File: config.mk
export PLATFORM = sky130hd
export DESIGN_NAME = bus_master_arbiter
export DESIGN_NICKNAME = d
export VERILOG_FILES = /design/src/rtl/bus_master_arbiter.sv
export SDC_FILE = /design/constraint.sdc
export NUM_CORES = 1
export LEC_CHECK = 0
export CAP_MARGIN = 15
export CORE_MARGIN = 10
export CORE_UTILIZATION = 37
export CTS_CLUSTER_DIAMETER = 120
export DETAILED_ROUTE_END_ITERATION = 12
export PLACE_DENSITY = 0.76
export REMOVE_ABC_BUFFERS = 1
export SKIP_LAST_GASP = 1
export SLEW_MARGIN = 40
export SYNTH_ARGS = -nofsm -noshare
export SYNTH_HDL_FRONTEND = slang
export SYNTH_SLANG_ARGS = --single-unit
File: constraint.sdc
create_clock -name clk -period 1.98 [get_ports clk]
set_input_delay 0.396 -clock clk [delete_from_list [all_inputs] [get_ports clk]]
set_output_delay 0.396 -clock clk [all_outputs]
set_load 0.005 [all_outputs]
File: src/rtl/bus_master_arbiter.sv
// Round-robin arbiter and transfer sequencer for the dValid/dAck/data bus.
// One requester at a time owns the bus for a 2..MAX_VALID cycle dValid burst.
module bus_master_arbiter #(
    parameter int NUM_REQ   = 4,
    parameter int DATA_W    = 8,
    parameter int MAX_VALID = 4
) (
    input  logic                      clk,
    input  logic                      reset,
    input  logic [NUM_REQ-1:0]        req,
    input  logic [NUM_REQ*DATA_W-1:0] req_data,
    output logic [NUM_REQ-1:0]        gnt,
    output logic [NUM_REQ-1:0]        done,
    output logic                      timeout,
    output logic                      proto_err,
    output logic                      busy,
    output logic                      dValid,
    output logic [DATA_W-1:0]         data,
    input  logic                      dAck
);

    localparam int PTR_W = $clog2(NUM_REQ);
    localparam int CNT_W = $clog2(MAX_VALID);
    localparam logic [PTR_W:0]   NUM_REQ_W = (PTR_W+1)'(NUM_REQ);
    localparam logic [PTR_W-1:0] LAST_REQ  = PTR_W'(NUM_REQ - 1);
    localparam logic [CNT_W-1:0] CNT_LAST  = CNT_W'(MAX_VALID - 1);

    typedef enum logic {
        S_IDLE,
        S_XFER
    } state_t;

    state_t              state_q, state_d;
    logic [CNT_W-1:0]    cnt_q, cnt_d;
    logic [PTR_W-1:0]    ptr_q, ptr_d;
    logic [NUM_REQ-1:0]  gnt_q, gnt_d;
    logic [NUM_REQ-1:0]  done_q, done_d;
    logic [DATA_W-1:0]   data_q, data_d;
    logic                timeout_q, timeout_d;
    logic                perr_q, perr_d;

    logic                arb_found;
    logic [PTR_W-1:0]    arb_idx;
    logic [PTR_W-1:0]    arb_cand;
    logic [PTR_W:0]      arb_sum;
    logic [DATA_W-1:0]   sel_data;

    // Scan from the highest offset down so the lowest offset from ptr wins.
    always_comb begin
        // NOTE: every always_comb output gets a default first so no path infers a latch.
        arb_found = 1'b0;
        arb_idx   = '0;
        arb_cand  = '0;
        arb_sum   = '0;
        for (int k = NUM_REQ - 1; k >= 0; k--) begin
            arb_sum = {1'b0, ptr_q} + (PTR_W+1)'(k);
            if (arb_sum >= NUM_REQ_W) begin
                arb_sum = arb_sum - NUM_REQ_W;
            end
            arb_cand = arb_sum[PTR_W-1:0];
            if (req[arb_cand]) begin
                arb_found = 1'b1;
                arb_idx   = arb_cand;
            end
        end
    end

    always_comb begin
        sel_data = '0;
        for (int i = 0; i < NUM_REQ; i++) begin
            if (arb_idx == PTR_W'(i)) begin
                sel_data = req_data[i*DATA_W +: DATA_W];
            end
        end
    end

    // State register: async clear leaves no pending done/timeout pulse.
    always_ff @(posedge clk or negedge reset) begin
        if (!reset) begin
            state_q   <= S_IDLE;
            cnt_q     <= '0;
            ptr_q     <= '0;
            gnt_q     <= '0;
            done_q    <= '0;
            data_q    <= '0;
            timeout_q <= 1'b0;
            perr_q    <= 1'b0;
        end else begin
            // NOTE: non-blocking assignments so every register samples pre-edge values.
            state_q   <= state_d;
            cnt_q     <= cnt_d;
            ptr_q     <= ptr_d;
            gnt_q     <= gnt_d;
            done_q    <= done_d;
            data_q    <= data_d;
            timeout_q <= timeout_d;
            perr_q    <= perr_d;
        end
    end

    always_comb begin
        state_d   = state_q;
        cnt_d     = cnt_q;
        ptr_d     = ptr_q;
        gnt_d     = gnt_q;
        data_d    = data_q;
        done_d    = '0;
        timeout_d = 1'b0;
        perr_d    = 1'b0;
        unique case (state_q)
            S_IDLE: begin
                perr_d = dAck;
                if (arb_found) begin
                    state_d = S_XFER;
                    cnt_d   = '0;
                    gnt_d   = NUM_REQ'(1) << arb_idx;
                    data_d  = sel_data;
                    ptr_d   = (arb_idx == LAST_REQ) ? '0 : arb_idx + PTR_W'(1);
                end
            end
            S_XFER: begin
                cnt_d = cnt_q + CNT_W'(1);
                if (dAck && cnt_q != '0) begin
                    state_d = S_IDLE;
                    cnt_d   = '0;
                    gnt_d   = '0;
                    done_d  = gnt_q;
                end else if (!dAck && cnt_q == CNT_LAST) begin
                    state_d   = S_IDLE;
                    cnt_d     = '0;
                    gnt_d     = '0;
                    timeout_d = 1'b1;
                end else if (dAck) begin
                    // An ack in the very first valid cycle is too early to count.
                    perr_d = 1'b1;
                end
            end
            default: begin
                state_d = S_IDLE;
            end
        endcase
    end

    always_comb begin
        dValid    = (state_q == S_XFER);
        busy      = (state_q == S_XFER);
        gnt       = gnt_q;
        data      = data_q;
        done      = done_q;
        timeout   = timeout_q;
        proto_err = perr_q;
    end

endmodule
==> flow_summary.json <==
{
  "via_per_inst": 5.075,
  "power_density_nw_per_um2": 1258,
  "drive_gt1_share_pct": 24.88,
  "drc": 0,
  "ys.flop_type": "dfrtp_1",
  "grt_overflow": 0,
  "vdd_drop_max_v": 0.0005099,
  "grt_pass1_wl_um": 6258,
  "area_growth_pct": 76.62,
  "antenna_left": 0,
  "crit_path_end_kind": "flip-flop",
  "register_area_sq_um": 575.6,
  "dr.pass1.iters": 4,
  "cp_max_fo": 7,
  "clock-sinks": 23,
  "fin_crit_ns": 2.182,
  "violations": "setup timing",
  "diodes": 0,
  "start_util_pct": 37.98,
  "ys_top_cells_by_area": "dfrtp_1 (46%), ha_1 (6.0%), a211o_1 (4.9%)",
  "routabilityCongestion": 0.7749,
  "slowest_stage": "dfrtp_1",
  "die_w_um": 78.30,
  "crit_chain": "nand2b_4, and3_4, a311o_2, inv_2, ha_4, and2b_4, a221oi_2, a211o_1, a31oi_1",
  "worstPathArrival_ns": 2.40,
  "die_area_sq_um": 6130,
  "leakagePower_nw": 1.014,
  "r2r_end": "data[0]",
  "io_buffers": 58,
  "skew_ns": 0.01035,
  "yosysUniqueCellTypes": 28,
  "grt_max_degree": 24,
  "drv_cap": 0,
  "tns_ns": -1.172,
  "fmax_mhz": 458.2,
  "drv_slew": 0,
  "place_ws_ns": -0.6765,
  "hold_violations": 0,
  "clk_latency_ns": 0.31,
  "path_class": "flip-flop to flip-flop",
  "hp-class": "input pin to async pin",
  "wirelength_um": 4032,
  "via_count": 1294,
  "worst_slew_pin_slew_ns": 0.3428,
  "synth_top_cell_by_area": "dfrtp_1",
  "core-area_sq_um": 3311,
  "critPathLaunchType": "flip-flop",
  "async_flop_share_pct": 100.0,
  "finalWorstSetupSlack_ns": -0.2025,
  "multi_input_area_sq_um": 725.7,
  "synth_top_area_share_pct": 45.77,
  "dpl.hpwl_um": 2990,
  "syn_avg_cell_area_sq_um": 9.526,
  "antenna_found_initial": 0,
  "cts-root-buf": "clkbuf_4",
  "numCtsBuffers": 3,
  "synthTopCellsByCount": "dfrtp_1 (23), inv_1 (13), nand2_1 (11), nor2_1 (11)",
  "cts.htree.levels": 1,
  "synth_most_common_cell": "dfrtp_1",
  "grt_pass1_vias": 1367,
  "rsz0062_at_grt": "yes",
  "ys_seq_area_share_pct": 45.77,
  "rrSetupSlack_ns": -0.20,
  "slew_headroom_pct": 76.91,
  "syn_inst": 132,
  "setup_viol": 11,
  "die_h_um": 78.30,
  "utilization_pct": 67.08,
  "std_cell_rows": 21,
  "post-route-period-util_pct": 110.2,
  "track_usage_pct": 12.00,
  "drtIter0Drc": 53,
  "status": "complete, but fails checks",
  "path_clk_slew_ns": 0.14,
  "num-nets-final": 255,
  "required_ns": 2.19,
  "placed_cells": 243,
  "synthesis.area_sq_um": 1257,
  "r2r-start": "ptr_q[1]",
  "r2r_cells": 9,
  "stdcell_count": 255,
  "synth-seq-cells": 23,
  "worstSetupStartpoint": "ptr_q[1]",
  "synth_edf_count": 0,
  "cts_buffer_depth": 2,
  "nFillCells": 269,
  "ys_warn_count": 0,
  "cts_tree": "built",
  "wl_per_cell_um": 15.81,
  "boundaryPins": 59,
  "slowest_delay_ns": 0.43
}
[worst max-delay path, delay by kind of cell, from the launching register on]
family | cells | cell delay [ns]
AO/OA/AOI/OAI | 4 | 0.88
adder cells (fa/ha/maj) | 1 | 0.13
buffers and inverters | 1 | 0.09
flip-flops | 1 | 0.43
AND/OR/NAND/NOR | 3 | 0.54
[cell families (layout without fill, tap and decap cells)]
| kind of cell | after synthesis | count (layout) | share of synthesized area [%] |
|---|---|---|---|
| muxes | 2 | 2 | 2.089 |
| adders and majority gates | 6 | 6 | 5.970 |
| AOI/OAI and AO/OA | 40 | 40 | 22.79 |
| and+or+nand+nor | 41 | 41 | 17.01 |
| DFF | 23 | 23 | 45.77 |
| buffers and inverters | 20 | 97 | 6.368 |
[final cells by class]
| cell class | count | area share, % |
|---|---|---|
| repair buffers | 80 | 35.27 |
| flip-flops and latches | 23 | 25.92 |
| clock buffers | 3 | 1.014 |
| multi-input cells | 89 | 32.68 |
| inverters | 13 | 2.197 |
| well taps | 46 | 2.592 |
| clock inverters | 1 | 0.3380 |
[layer usage]
layer  global-route usage [%]  part of all wire, %
met3                    4.670                  7.2
met4                    2.509                 0.60
met2                    21.05                   52
met1                    13.45                   40
met5                        0                    0
[layout by cell type (no fill, tap or decap), types with 2 or more instances in the layout]
| master | count |
|---|---|
| dfrtp_1 | 23 |
| nand2b_1 | 3 |
| a221oi_2 | 7 |
| nand2_1 | 11 |
| dlygate4sd2_1 | 3 |
| a211o_1 | 7 |
| a21o_1 | 4 |
| buf_6 | 3 |
| nand3_1 | 3 |
| a21oi_2 | 3 |
| o21ai_0 | 5 |
| clkdlybuf4s50_1 | 55 |
| buf_4 | 17 |
| and2_1 | 4 |
| clkbuf_4 | 3 |
| a31oi_1 | 7 |
| and3_1 | 4 |
| ha_4 | 3 |
| nor2_1 | 11 |
| inv_1 | 12 |
| ha_1 | 2 |
[worst max path at each step]
stage | endpoint | slack (ns)
after floorplan | data[0] | -0.29
after global placement | data[4] | -0.61
after detailed placement | data[0] | -0.68
after CTS | data[0] | -0.13
after global routing | data[6] | -0.30
final | data[0] | -0.20
[registers in the layout (all words and copies together) (netlist names)]
| signal | flops |
|---|---|
| timeout | 1 |
| done | 4 |
| cnt_q | 2 |
| proto_err | 1 |
| ptr_q | 2 |
| data | 8 |
| gnt | 4 |
| busy | 1 |
[per-stage QoR]
stage                     total power [mW]  cell area [sq um]  hold WS, ns
after floorplan                      1.484               1226       0.1004
after global placement               2.165               1982       0.4883
after detailed placement             2.222               1982       0.4887
after CTS                            2.572               2093       0.4274
after global routing                 3.012               2221       0.4430
final                                2.794               2221       0.4148
[power by group]
part           leakage (nW)  switching (mW)  internal, mW
Sequential            0.286           0.135         0.657
Clock                0.0139           0.153        0.0769
Combinational         0.714           0.746          1.03
[what timing repair did]
action                                  in CTS  in global routing
resized for setup                           18                 15
pin swaps                                   13                  7
endpoints found under the setup margin       9                 10
gates cloned                                 0                  1
hold buffers                                 0                  0
buffers inserted                             2                  5
Power figures use the tool's default switching activity.
